`config.mk`:
```
export PLATFORM = sky130hd
export DESIGN_NAME = memory_port_arbiter
export DESIGN_NICKNAME = d
export VERILOG_FILES = /design/src/rtl/memory_port_arbiter.sv
export SDC_FILE = /design/constraint.sdc
export NUM_CORES = 1
export LEC_CHECK = 0
export BUFFER_PORTS_ARGS = -buffer_cell sky130_fd_sc_hd__buf_2
export CAP_MARGIN = 40
export CORE_ASPECT_RATIO = 2
export CORE_UTILIZATION = 42
export DETAILED_ROUTE_END_ITERATION = 8
export PLACE_DENSITY = 0.73
export SYNTH_ARGS = -nofsm -noshare
export SYNTH_HDL_FRONTEND = slang
export SYNTH_SLANG_ARGS = --single-unit
```
`constraint.sdc`:
```
create_clock -name fast_clock -period 3.94 [get_ports fast_clock]
set_clock_uncertainty 0.1 [all_clocks]
set_input_delay 0.197 -clock fast_clock [delete_from_list [all_inputs] [get_ports fast_clock]]
set_output_delay 0.197 -clock fast_clock [all_outputs]
set_load 0.1 [all_outputs]
```
`src/rtl/memory_port_arbiter.sv`:
```
// rtl/memory_port_arbiter.sv - shares the MemoryUnit port between instruction fetch and data load/store
// Build option: ARBITER_ROUND_ROBIN_EN selects alternating grants instead of data priority with a starvation guard.
module memory_port_arbiter #(
    parameter int ADDR_WIDTH        = 32,
    parameter int DATA_WIDTH        = 32,
    parameter int INSTRUCTION_WIDTH = 16,
    parameter int MEM_LATENCY       = 2,
    parameter int STARVE_LIMIT      = 4
) (
    input  logic                         fast_clock,
    input  logic                         reset,
    input  logic                         fetch_req,
    input  logic [ADDR_WIDTH-1:0]        fetch_addr,
    output logic                         fetch_ready,
    output logic                         fetch_valid,
    output logic [INSTRUCTION_WIDTH-1:0] fetch_data,
    input  logic                         data_req,
    input  logic                         data_write,
    input  logic [ADDR_WIDTH-1:0]        data_addr,
    input  logic [DATA_WIDTH-1:0]        data_wdata,
    output logic                         data_ready,
    output logic                         data_valid,
    output logic [DATA_WIDTH-1:0]        data_rdata,
    output logic [ADDR_WIDTH-1:0]        mem_addr,
    output logic [DATA_WIDTH-1:0]        mem_wdata,
    output logic                         mem_write,
    input  logic [DATA_WIDTH-1:0]        mem_rdata,
    output logic                         busy,
    output logic                         grant_owner
);

    typedef enum logic [1:0] {
        IDLE   = 2'd0,
        ACCESS = 2'd1,
        RESP   = 2'd2
    } state_t;

    state_t     state;
    state_t     state_next;
    logic [3:0] lat_cnt;
    logic       write_op;
    logic       half_sel;
    logic       grant;
    logic       capture;
    logic       pick_data;

`ifdef ARBITER_ROUND_ROBIN_EN
    // Under contention the requester that did not own the last access wins.
    assign pick_data = data_req && (!fetch_req || !grant_owner);
`else
    logic [3:0] starve_cnt;

    assign pick_data = data_req && !(fetch_req && (starve_cnt >= 4'(STARVE_LIMIT)));

    always_ff @(posedge fast_clock or posedge reset) begin
        if (reset) begin
            starve_cnt <= '0;
        end else if (grant) begin
            if (!pick_data) begin
                starve_cnt <= '0;
            end else if (fetch_req && (starve_cnt != 4'hF)) begin
                starve_cnt <= starve_cnt + 4'd1;
            end
        end
    end
`endif

    always_ff @(posedge fast_clock or posedge reset) begin
        if (reset) begin
            state <= IDLE;
        end else begin
            state <= state_next;
        end
    end

    always_comb begin
        state_next = state;
        grant      = 1'b0;
        capture    = 1'b0;
        case (state)
            IDLE: begin
                if (fetch_req || data_req) begin
                    grant      = 1'b1;
                    state_next = ACCESS;
                end
            end
            ACCESS: begin
                if (lat_cnt <= 4'd1) begin
                    capture    = 1'b1;
                    state_next = RESP;
                end
            end
            RESP:    state_next = IDLE;
            default: state_next = IDLE;
        endcase
    end

    assign busy = (state != IDLE);

    always_ff @(posedge fast_clock or posedge reset) begin
        if (reset) begin
            fetch_ready <= 1'b0;
            fetch_valid <= 1'b0;
            fetch_data  <= '0;
            data_ready  <= 1'b0;
            data_valid  <= 1'b0;
            data_rdata  <= '0;
            mem_addr    <= '0;
            mem_wdata   <= '0;
            mem_write   <= 1'b0;
            grant_owner <= 1'b0;
            lat_cnt     <= '0;
            write_op    <= 1'b0;
            half_sel    <= 1'b0;
        end else begin
            fetch_ready <= 1'b0;
            data_ready  <= 1'b0;
            fetch_valid <= 1'b0;
            data_valid  <= 1'b0;
            mem_write   <= 1'b0;
            if (grant) begin
                grant_owner <= pick_data;
                lat_cnt     <= 4'(MEM_LATENCY);
                if (pick_data) begin
                    mem_addr   <= data_addr;
                    mem_wdata  <= data_wdata;
                    mem_write  <= data_write;
                    write_op   <= data_write;
                    data_ready <= 1'b1;
                end else begin
                    mem_addr    <= fetch_addr;
                    write_op    <= 1'b0;
                    half_sel    <= fetch_addr[1];
                    fetch_ready <= 1'b1;
                end
            end else if (capture) begin
                lat_cnt <= '0;
                if (grant_owner) begin
                    data_valid <= 1'b1;
                    if (!write_op) begin
                        data_rdata <= mem_rdata;
                    end
                end else begin
                    fetch_valid <= 1'b1;
                    fetch_data  <= half_sel ? mem_rdata[2*INSTRUCTION_WIDTH-1:INSTRUCTION_WIDTH]
                                            : mem_rdata[INSTRUCTION_WIDTH-1:0];
                end
            end else if (state == ACCESS) begin
                lat_cnt <= lat_cnt - 4'd1;
            end
        end
    end

endmodule

```
# == Word level (Yosys, flattened, before mapping) ==
# Index checks and enable logic that the tools add are counted.
# word_totals
input_bits,133
output_inout_bits,119
register_bits,130
# op_classes
add_sub_neg,2
magnitude_cmp,2
reduce_logical,14
bitwise,4
mux,26
n_eq_ne,5
# ops
operator,n
$mux W32,1
$mux W4,5
$mux W1,16
$mux W16,1
$reduce_and A2 Y1,4
$add A4 B1 Y4 const B,1
$ge A4 B3 Y1 const B,1
$le A4 B1 Y1 const B,1
$mux W2,2
$ne A2 B2 Y1 const B,2
$ne A4 B4 Y1 const B,1
$not A1 Y1,4
$pmux W2 S2,1
$reduce_and A4 Y1,1
$sub A4 B1 Y4 const B,1
$logic_and A1 B1 Y1,3
$reduce_and A3 Y1,1
$reduce_bool A3 Y1,1
$eq A2 B1 Y1 const B,1
$logic_not A2 Y1,1
$ne A2 B1 Y1 const B,1
$reduce_bool A2 Y1,1
$logic_not A1 Y1,1
$logic_or A1 B1 Y1,1

# == Depth between registers and ports, before layout ==
# Gate-level depths: netlist of run 1.
# logic_depth
depth_word,6
ltp_mapped,8

# == Worst setup path before layout of run 1 ==
# OpenSTA, ideal clock, no wires.
# synth_path
path_kind,reg-to-reg
from,register grant_owner
to,register data_rdata[14]
t_required_ns,3.712
setup_slack_ns,1.853
setup_ns,0.128
n_path_buf,1
t_arrival_ns,1.859
period_less_slack_ns,2.087
stages_incl_launch_ff,5
cell_sequence,dfrtp_1 nor2b_1 nand4_1 buf_2 mux2_1
# synth_via
elab_chain_len,1
# synth_rtl
item,line,source
from (decl),29,output logic grant_owner
from (signal assigned),122,grant_owner <= pick_data;
$reduce_and A4 Y1 (no line),n/a,
to (signal assigned),141,data_rdata <= mem_rdata;
to (decl),23,"output logic [DATA_WIDTH-1:0] data_rdata,"
# No other way between the ends.
# A chain may end at the register's enable or synchronous reset.

# == Worst setup path after layout of run 1 ==
# layout_path
from,register state[1]
to,register mem_addr[4]
# layout_via
elab_chain_len,2
# layout_rtl
item,line,source
from (decl),38,state_t state;
from (signal assigned),72,state <= state_next;
$logic_not A2 Y1,80,case (state)
$mux W1,80,
to (signal assigned),125,mem_addr <= data_addr;
to (signal assigned),131,mem_addr <= fetch_addr;
to (decl),24,"output logic [ADDR_WIDTH-1:0] mem_addr,"
# No other way between the ends.

==> results_dict.tcl, run 1 <==
set metrics [dict create \
    dpl.cell_count 767 \
    holdBufCountCts 130 \
    worst_path_largest_cell_delay_ns 0.71 \
    syn_inst 386 \
    synthesis.area_um2 5373 \
    slew_viol_final 0 \
    cp_data_required_time_ns 4.19 \
    maximum_number_of_pins_on_one_net_before_global_route_repair 61 \
    start_kind "register" \
    rows 58 \
    syn-mean-instance-area_um2 13.92 \
    finalNonFillerCells 929 \
    grt_pass1_wl_um 25390 \
    drt_pass1_iterations 4 \
    setup_tns_ns 0 \
    postSynthRegisterBits 130 \
    floorplan.initialDensity_pct 42.79 \
    yosys_warnings 0 \
    timing.final.crit_share_pct 67.02 \
    max_slew_margin_pct 43.23 \
    worstMarginPinSlew_ns 0.8496 \
    final_layout_size_suffix_gt1_share_pct 46.21 \
    grt_antenna_before_repair 0 \
    clock_sink_count 130 \
    crit_type "register to register" \
    route.vias.total 4893 \
    grt.overflow.total 0 \
    critical_path.cell_chain "or3b_1 -> nor2_4 -> a221o_1 -> dlygate4sd3_1" \
    cts-htree-levels 4 \
    areaGrowthSynthToFinish_pct 61.32 \
    finalWeightedCongestion 0.7601 \
    die_w_um 81.98 \
    family_with_the_most_delay_on_the_worst_path "simple AND/OR/NAND/NOR gates" \
    place_hpwl_um 10200 \
    synth_flop_cell "sky130_fd_sc_hd__dfrtp_1" \
    synth-async-reset-ratio_pct 100.0 \
    fin_nets 902 \
    num_antenna_cells 0 \
    core-area_um2 12550 \
    critical_path_buf_inv_count 1 \
    route.detailed.drc 0 \
    tritoncts_clock_tree "built" \
    timing.hold.worst_path_depth 3 \
    detailedRoute.firstIterationViolations 207 \
    clock.fmax_mhz 378.7 \
    cts_made_buffers 17 \
    die_height_um 162.0 \
    timing.final.setup_violations 0 \
    syn-num-nets 522 \
    ctsLongestPathBuffers 2 \
    clkLatencyLatePin_ns 0.41 \
    die_outline_area_um2 13280 \
    worst_path_max_delay_cell "sky130_fd_sc_hd__nor2_4" \
    timing.final.crit_period_ns 2.641 \
    synth-edff-count 0 \
    rr_worst_depth 4 \
    min_path_type "input port to register" \
    detail_route.vias_per_cell 5.267 \
    routedWlPerCell_um 17.79 \
    timing.critical_path.depth 4 \
    placement.io_buffers 251 \
    status "complete, no violations" \
    via_count_of_the_first_global_routing_pass 5225 \
    cp-end-kind "register" \
    worst-endpoint-arrival_ns 2.89 \
    boundaryPins 252 \
    cts_post_setup_buffers_inserted 0 \
    antenna_violation_net_count_after_detailed_routing 0 \
    seq_area_frac_synth_pct 60.55 \
    maxCapViolations 0 \
    final_routed_wirelength_um 16530 \
    cp_max_fo 34 \
    finalHoldViolations 0 \
    track_usage_pct 25.57 \
    rsz_0062_raised_after_global_routing "false" \
    post_cts_resized 0 \
    cts_root_buf "sky130_fd_sc_hd__clkbuf_16" \
    synth.lib_cells_used.distinct 39 \
    clkTransAtPathRegs_ns 0.06 \
]
[synth_stat cells (all sizes together), types with 2 or more instances]
| cell type | number | share of area (%) |
|---|---|---|
| a22o | 2 | 0.33 |
| a21oi | 16 | 1.5 |
| mux2i | 17 | 3.2 |
| o21ai | 5 | 0.47 |
| nor3 | 2 | 0.19 |
| a221o | 32 | 6.0 |
| nand2 | 5 | 0.35 |
| inv | 5 | 0.35 |
| ha | 3 | 0.70 |
| dfrtp | 130 | 61 |
| mux2 | 65 | 14 |
| and3 | 4 | 0.47 |
| a31oi | 17 | 2.0 |
| buf | 18 | 2.2 |
| clkbuf | 12 | 0.86 |
| and2 | 2 | 0.23 |
| or2 | 3 | 0.35 |
| nor3b | 3 | 0.51 |
| nor2 | 4 | 0.47 |
| a21boi | 31 | 4.3 |
[routing by layer]
metal | wire length [um] | part of all wire [%] | vias up | track usage, %
li1 | - | - | 2209 | -
met1 | 5706 | 35 | 2391 | 25.52
met2 | 9261 | 56 | 240 | 46.54
met3 | 884 | 5.3 | 53 | 5.843
met4 | 675 | 4.1 | 0 | 14.04
met5 | 0 | 0 | - | 0
[registers in the layout, indices dropped and copies added (netlist names), 2 cells and up]
register,count
data_rdata,32
mem_addr,32
mem_wdata,32
fetch_data,16
lat_cnt,4
starve_cnt,4
state,2
[logic make-up after synthesis]
kind of cell	synth area share [%]
DFF	60.55
AOI/OAI and AO/OA	15.21
muxes	16.79
buffers and inverters	3.400
and+or+nand+nor	3.191
adders and majority gates	0.6987
xor gates and xnor gates	0.1630
[layout by cell type (no fill, tap or decap), types with 3 or more instances in the layout]
cell type                       instances
sky130_fd_sc_hd__clkinvlp_4             3
sky130_fd_sc_hd__a21boi_0              31
sky130_fd_sc_hd__nand2_1                5
sky130_fd_sc_hd__a21oi_1               16
sky130_fd_sc_hd__dlygate4sd3_1        130
sky130_fd_sc_hd__a221o_1               32
sky130_fd_sc_hd__inv_6                  4
sky130_fd_sc_hd__o21ai_0                5
sky130_fd_sc_hd__clkbuf_16             17
sky130_fd_sc_hd__mux2_1                 5
sky130_fd_sc_hd__and3_1                 3
sky130_fd_sc_hd__inv_1                  4
sky130_fd_sc_hd__dfrtp_1              130
sky130_fd_sc_hd__mux2i_1               17
sky130_fd_sc_hd__a31oi_1               17
sky130_fd_sc_hd__ha_1                   3
sky130_fd_sc_hd__buf_2                251
sky130_fd_sc_hd__mux2_2                60
sky130_fd_sc_hd__buf_4                  7
[tightest hold or removal path, stage by stage]
cell                      delay [ns]
sky130_fd_sc_hd__buf_2          0.13
sky130_fd_sc_hd__a31oi_1        0.08
sky130_fd_sc_hd__nor2_1         0.08
[final cells by class]
type / instances / area [um2]
clock inverter: 13 / 151.4
sequential: 130 / 3253
timing repair buffer: 391 / 2673
tap: 150 / 187.7
multi-input combinational: 221 / 1938
clock buffer: 19 / 442.9
inverter: 5 / 21.27
fill: 903 / 3887
[metrics by stage]
stage	cell area [um2]	setup slack [ns]	hold slack (ns)	util [%]
global placement	6709	1.459	0.3231	53.44
finish	8667	1.300	0.01682	69.04
floorplan	5373	0.1737	0.2256	-
global route	8667	1.216	0.03805	69.04
CTS	8667	1.355	0.003802	69.04
detailed placement	6771	1.573	0.03739	53.94
[worst paths after layout]
check                                endpoint     startpoint  slack (ns)
worst max-delay path              mem_addr[4]       state[1]        1.30
worst min-delay path            starve_cnt[2]      fetch_req        0.02
worst max register to register    mem_addr[4]       state[1]        1.30
worst min register to register  starve_cnt[1]  starve_cnt[1]        0.39
max in group asynchronous       data_rdata[2]          reset        2.53
min in group asynchronous       mem_wdata[21]          reset        0.17
Power of run 1 is left out: the tool's default activity adds up to more than one toggle a clock period on the data nets, which glitch-free logic cannot reach.
==> inputs of run 2 (changes only) <==
--- a/config.mk
+++ b/config.mk
@@ -5,12 +5,13 @@
 export SDC_FILE = /design/constraint.sdc
 export NUM_CORES = 1
 export LEC_CHECK = 0
+export ABC_AREA = 1
 export BUFFER_PORTS_ARGS = -buffer_cell sky130_fd_sc_hd__buf_2
 export CAP_MARGIN = 40
 export CORE_ASPECT_RATIO = 2
-export CORE_UTILIZATION = 42
+export CORE_UTILIZATION = 43
 export DETAILED_ROUTE_END_ITERATION = 8
-export PLACE_DENSITY = 0.73
+export PLACE_DENSITY = 0.74
 export SYNTH_ARGS = -nofsm -noshare
 export SYNTH_HDL_FRONTEND = slang
 export SYNTH_SLANG_ARGS = --single-unit
==> constraint.sdc (replaced) <==
create_clock -name fast_clock -period 2.4 [get_ports fast_clock]
set_clock_uncertainty 0.1 [all_clocks]
set_input_delay 0.12 -clock fast_clock [delete_from_list [all_inputs] [get_ports fast_clock]]
set_output_delay 0.12 -clock fast_clock [all_outputs]
set_load 0.1 [all_outputs]
==> run 2 against run 1 <==
Effect of this change: count of clock-buffer cells in the layout shrank 2; fmax is 20% higher; flip-flop and latch count did not move; die area grew 3.4%; sequential share of layout area is 1.4 points lower; first-iteration DRC count up 69%; register-to-register slack worse by 1.1 ns; via count rose by 24%; largest cell class unchanged.
==> results_dict.tcl, run 2 <==
set metrics [dict create \
    status "complete, no violations" \
    min_path_type "input port to asynchronous set/reset pin" \
    maximum_number_of_pins_on_one_net_before_global_route_repair 84 \
    biggestRegsByFlops "data_rdata: 32 flops, mem_addr: 32 flops, mem_wdata: 32 flops" \
    floorplan.initialDensity_pct 44.04 \
    route.detailed.drc 0 \
    via_count_of_the_first_global_routing_pass 6023 \
    die_outline_area_um2 13720 \
    clkTransAtPathRegs_ns 0.06 \
    syn-mean-instance-area_um2 8.945 \
    track_usage_pct 27.40 \
    synthesis.area_um2 5689 \
    filler_cell_count 970 \
    die_height_um 164.7 \
    synth_commonest_cells "267 x sky130_fd_sc_hd__nand2_1, 130 x sky130_fd_sc_hd__dfrtp_1, 68 x sky130_fd_sc_hd__nand3_1, 66 x sky130_fd_sc_hd__nand4_1, 21 x sky130_fd_sc_hd__clkbuf_1" \
    critical_path.most_common_cell "sky130_fd_sc_hd__nand3_1" \
    detailedRoute.firstIterationViolations 350 \
    routedLengthMet1_um 6885 \
    ctsLongestPathBuffers 2 \
    detail_route.vias_per_cell 5.190 \
    setup_tns_ns 0 \
    placement.io_buffers 251 \
    clkLatencyLatePin_ns 0.41 \
    finalWeightedCongestion 0.8293 \
    dr_wl_met2_um 10500 \
    synth_top_cell_by_area "sky130_fd_sc_hd__dfrtp_1" \
    synth.lib_cells_used.distinct 24 \
    clock_sink_count 130 \
    syn-num-nets 772 \
    met3RoutedLength_um 923 \
    worst_path_max_delay_cell "sky130_fd_sc_hd__dlygate4sd3_1" \
    worst_path_largest_cell_delay_ns 0.57 \
    route.vias.total 6083 \
    critical_path_buf_inv_count 2 \
    postSynthRegisterBits 130 \
    seq_area_frac_synth_pct 57.18 \
    rows 59 \
    final_layout_size_suffix_gt1_share_pct 32.16 \
    cts_made_buffers 17 \
    clock.fmax_mhz 455.3 \
    tritoncts_clock_tree "built" \
    syn_inst 636 \
    critical_path.cell_chain "o21ai_2 -> nand2_2 -> buf_4 -> nand3_1 -> nand3_1 -> dlygate4sd3_1" \
    num_antenna_cells 0 \
    boundaryPins 252 \
    finalHoldViolations 0 \
    final_routed_wirelength_um 18940 \
    highest_layer "met4" \
    place_hpwl_um 11720 \
    slew_viol_final 0 \
    mostFrequentLayoutCells "267 x sky130_fd_sc_hd__nand2_1, 251 x sky130_fd_sc_hd__buf_2, 131 x sky130_fd_sc_hd__dlygate4sd3_1" \
    synthMostInstantiatedCell "sky130_fd_sc_hd__nand2_1" \
    synth_area_leaders "sky130_fd_sc_hd__dfrtp_1 57%, sky130_fd_sc_hd__nand2_1 18%, sky130_fd_sc_hd__nand4_1 7.3%" \
    cp_data_required_time_ns 2.59 \
    final_common_cell "sky130_fd_sc_hd__nand2_1" \
    rsz_0062_raised_after_global_routing "false" \
    grt.overflow.total 0 \
    crit_type "register to register" \
    yosys.area.top_type_share_pct 57.18 \
    timing.final.crit_share_pct 91.51 \
    maxCapViolations 0 \
    grt_pass1_wl_um 29410 \
    timing.final.setup_violations 0 \
    worstMarginPinSlew_ns 0.7887 \
    routedWlPerCell_um 16.16 \
    cts_root_buf "sky130_fd_sc_hd__clkbuf_16" \
    synth_flop_cell "sky130_fd_sc_hd__dfrtp_1" \
    worst-endpoint-arrival_ns 2.38 \
    areaGrowthSynthToFinish_pct 58.10 \
    timing.final.crit_period_ns 2.196 \
    yosys_warnings 0 \
    synth-edff-count 0 \
    grt_antenna_before_repair 0 \
    start_kind "register" \
    synth-async-reset-ratio_pct 100.0 \
    die_w_um 83.34 \
    core-area_um2 12920 \
    cp-end-kind "register" \
    max_slew_margin_pct 47.42 \
    cp_max_fo 20 \
    drt_pass1_iterations 7 \
    cts-htree-levels 4 \
    antenna_violation_net_count_after_detailed_routing 0 \
    family_with_the_most_delay_on_the_worst_path "buffers and inverters" \
    fin_nets 1144 \
]
run 2: cell families after synthesis:
| logic type | synth area share [%] |
|---|---|
| muxes | 3.167 |
| adders and majority gates | 0.6598 |
| DFF | 57.18 |
| buffers and inverters | 5.300 |
| AOI/OAI and AO/OA | 0.7477 |
| and+or+nand+nor | 32.79 |
| xor gates and xnor gates | 0.1540 |
run 2: worst min-delay path, stage by stage:
cell and delay (ns):
sky130_fd_sc_hd__dlygate4sd3_1 0.54, sky130_fd_sc_hd__buf_2 0.14, sky130_fd_sc_hd__clkinvlp_4 0.23
run 2: repair_timing:
item | in CTS | in global routing
hold buffers | 131 | 0
setup buffers | 0 | 0
resized for setup | 0 | 0
endpoints found under the hold margin | 247 | 0
run 2: per-layer routing:
layer,vias to the layer above,global-route usage (%)
li1,2851,-
met1,2901,29.27
met2,287,51.79
met3,44,4.198
met4,0,13.71
met5,-,0
run 2: metrics by stage:
| stage | util, % | hold slack [ns] | cell area, um2 | setup slack [ns] | cells |
|---|---|---|---|---|---|
| global placement | 54.61 | 0.0006966 | 7054 | 0.4822 | 1010 |
| CTS | 69.63 | 0.1093 | 8995 | 0.2601 | 1172 |
| floorplan | - | 0.1367 | 5693 | 0.3669 | 636 |
| detailed placement | 54.61 | -0.005968 | 7054 | 0.4400 | 1010 |
| finish | 69.63 | 0.1257 | 8995 | 0.2038 | 1172 |
| global route | 69.63 | 0.1334 | 8995 | 0.1009 | 1172 |
run 2: cell type report:
cell class / count / area (um2) / area share (%)
clock buffers: 17 / 425.4 / 4.729
clock inverters: 14 / 203.9 / 2.267
inverters: 20 / 78.83 / 0.8763
multi-input cells: 443 / 2146 / 23.86
flip-flops and latches: 130 / 3253 / 36.17
well taps: 152 / 190.2 / 2.114
repair buffers: 396 / 2698 / 29.99
run 2: worst paths after layout:
kind | from | endpoint | slack [ns] | cells after the start
setup / recovery | starve_cnt[2] | mem_addr[18] | 0.20 | 6
hold / removal | reset | data_rdata[2] | 0.13 | 3
setup reg to reg | starve_cnt[2] | mem_addr[18] | 0.20 | 6
hold reg to reg | mem_wdata[18] | mem_wdata[18] | 0.37 | 2
max in group asynchronous | reset | mem_wdata[0] | 1.34 | 4
min in group fast_clock | data_req | state[0] | 0.13 | 4
Power of run 2 is left out for the same reason.
==> inputs of run 3 (changes only) <==
--- a/config.mk
+++ b/config.mk
@@ -11,6 +11,8 @@
 export CORE_ASPECT_RATIO = 2
 export CORE_UTILIZATION = 43
 export DETAILED_ROUTE_END_ITERATION = 8
+export HOLD_SLACK_MARGIN = 0.15
+export MAX_ROUTING_LAYER = met4
 export PLACE_DENSITY = 0.74
 export SYNTH_ARGS = -nofsm -noshare
 export SYNTH_HDL_FRONTEND = slang
==> run 3 against run 2 <==
Effect of this change: global-route usage rose by 0.93 points; final cell count rose by 0.26%; worst setup slack got worse by 0.098 ns; critical endpoint is now mem_addr[6]; critical path type unchanged; highest routed layer unchanged; register-to-register slack got worse by 0.098 ns.
==> results_dict.tcl, run 3 (synthesis results as in run 2) <==
set metrics [dict create \
    cp-startpoint "state[1]" \
    finalWeightedCongestion 0.8419 \
    timing.final.setup_violations 0 \
    route.vias.total 6044 \
    critical_path.cell_chain "nor2_4 -> o21ai_4 -> dlygate4sd3_1 -> buf_6 -> nand2_1 -> nand3_1 -> dlygate4sd3_1" \
    num_antenna_cells 0 \
    die_outline_area_um2 13720 \
    finalHoldViolations 0 \
    setup_slack_on_the_worst_flop_to_flop_path_ns 0.11 \
    timing.final.crit_period_ns 2.294 \
    timing.final.crit_share_pct 95.58 \
    clock.fmax_mhz 435.9 \
    mostFrequentLayoutCells "267 x sky130_fd_sc_hd__nand2_1, 251 x sky130_fd_sc_hd__buf_2, 133 x sky130_fd_sc_hd__dlygate4sd3_1" \
    place_hpwl_um 11720 \
    grt_pass1_wl_um 29480 \
    cts_made_buffers 17 \
    worst_r2r_endpoint "mem_addr[6]" \
    floorplan.initialDensity_pct 44.04 \
    status "complete, no violations" \
    finalWorstSetupSlack_ns 0.1061 \
    worst-endpoint-arrival_ns 2.48 \
    dpl.cell_count 1010 \
    hold_end "mem_addr[1]" \
    biggestRegsByFlops "data_rdata: 32 flops, mem_addr: 32 flops, mem_wdata: 32 flops" \
    cts-htree-levels 4 \
    r2r-start "state[1]" \
    cp-end-kind "register" \
    route.detailed.drc 0 \
    clkLatencyLatePin_ns 0.41 \
    grt_antenna_before_repair 0 \
    cp_max_fo 10 \
    rsz_0062_raised_after_global_routing "false" \
    maximum_number_of_pins_on_one_net_before_global_route_repair 84 \
    areaGrowthSynthToFinish_pct 58.65 \
    routedWlPerCell_um 16.12 \
    final_layout_size_suffix_gt1_share_pct 32.16 \
    rr_worst_depth 7 \
    core-area_um2 12920 \
    grt.overflow.total 0 \
    critical_path_buf_inv_count 3 \
    die_height_um 164.7 \
    slew_viol_final 0 \
    antenna_violation_net_count_after_detailed_routing 0 \
    drt_pass1_iterations 5 \
    family_with_the_most_delay_on_the_worst_path "buffers and inverters" \
    min_path_type "input port to register" \
    detail_route.vias_per_cell 5.144 \
    die_w_um 83.34 \
    clkTransAtPathRegs_ns 0.06 \
    start_kind "register" \
    ctsLongestPathBuffers 2 \
    boundaryPins 252 \
    cts_root_buf "sky130_fd_sc_hd__clkbuf_16" \
    track_usage_pct 28.33 \
    worst_hold_startpoint "data_req" \
    timing.critical_path.depth 7 \
    max_slew_margin_pct 47.90 \
    maxCapViolations 0 \
    crit_type "register to register" \
    setup_tns_ns 0 \
    detailedRoute.firstIterationViolations 359 \
    tritoncts_clock_tree "built" \
    final_common_cell "sky130_fd_sc_hd__nand2_1" \
    via_count_of_the_first_global_routing_pass 6048 \
    rows 59 \
    finalNonFillerCells 1175 \
    worst_path_largest_cell_delay_ns 0.57 \
    filler_cell_count 970 \
    critical_path.most_common_cell "sky130_fd_sc_hd__dlygate4sd3_1" \
    worst_path_max_delay_cell "sky130_fd_sc_hd__dlygate4sd3_1" \
    pre_cts_ws_ns 0.4400 \
    clock_sink_count 130 \
    worstMarginPinSlew_ns 0.7815 \
    fin_nets 1147 \
    final_routed_wirelength_um 18940 \
    timing.hold.worst_path_depth 4 \
    placement.io_buffers 251 \
    cp_data_required_time_ns 2.59 \
]
==> run 3: cell count changes in the layout (fill, tap and decap cells not counted), sizes merged <==
| cell | previous run | this run |
|---|---|---|
| buf | 265 | 266 |
| dlygate4sd3 | 131 | 133 |
==> run 3: cell type report <==
class | count | area, um2 | share of cell area (%)
timing repair buffer | 399 | 2729 | 30.23
clock inverter | 14 | 203.9 | 2.259
multi-input combinational | 443 | 2146 | 23.77
tap | 152 | 190.2 | 2.107
sequential | 130 | 3253 | 36.04
clock buffer | 17 | 425.4 | 4.713
inverter | 20 | 78.83 | 0.8733
==> run 3: worst max-delay path by stage <==
stage                                end  slack [ns]
after floorplan            data_rdata[0]        0.37
after detailed placement   fetch_data[7]        0.44
after CTS                    mem_addr[6]         0.1
after global placement    fetch_data[12]        0.48
final                        mem_addr[6]        0.11
after global routing         mem_addr[5]       0.007
==> run 3: per-layer routing <==
| metal | vias up | GRT usage [%] | routed length, um |
|---|---|---|---|
| met5 | - | - | 0 |
| met4 | 0 | 14.26 | 669 |
| met3 | 53 | 3.998 | 999 |
| met2 | 300 | 52.20 | 10500 |
| met1 | 2836 | 29.18 | 6777 |
| li1 | 2855 | - | - |
==> run 3: worst register-to-register path: stages, from the launching register on <==
cell	delay [ns]
sky130_fd_sc_hd__dfrtp_1	0.41
sky130_fd_sc_hd__nor2_4	0.16
sky130_fd_sc_hd__o21ai_4	0.09
sky130_fd_sc_hd__dlygate4sd3_1	0.57
sky130_fd_sc_hd__buf_6	0.15
sky130_fd_sc_hd__nand2_1	0.07
sky130_fd_sc_hd__nand3_1	0.08
sky130_fd_sc_hd__dlygate4sd3_1	0.55
==> run 3: timing repair <==
item | CTS | global route
gates resized for setup | 0 | 1
hold buffers | 133 | 0
setup buffers | 0 | 1
setup endpoints to repair | 0 | 5
endpoints found under the hold margin | 249 | 0
==> run 3: metrics by stage <==
stage	hold slack, ns	area [um2]	utilization, %
finish	0.2873	9026	69.87
global route	0.2919	9026	69.87
CTS	0.2595	9015	69.78
detailed placement	-0.005968	7054	54.61
global placement	0.0006966	7054	54.61
floorplan	0.1367	5693	-
Power of run 3 is left out for the same reason.
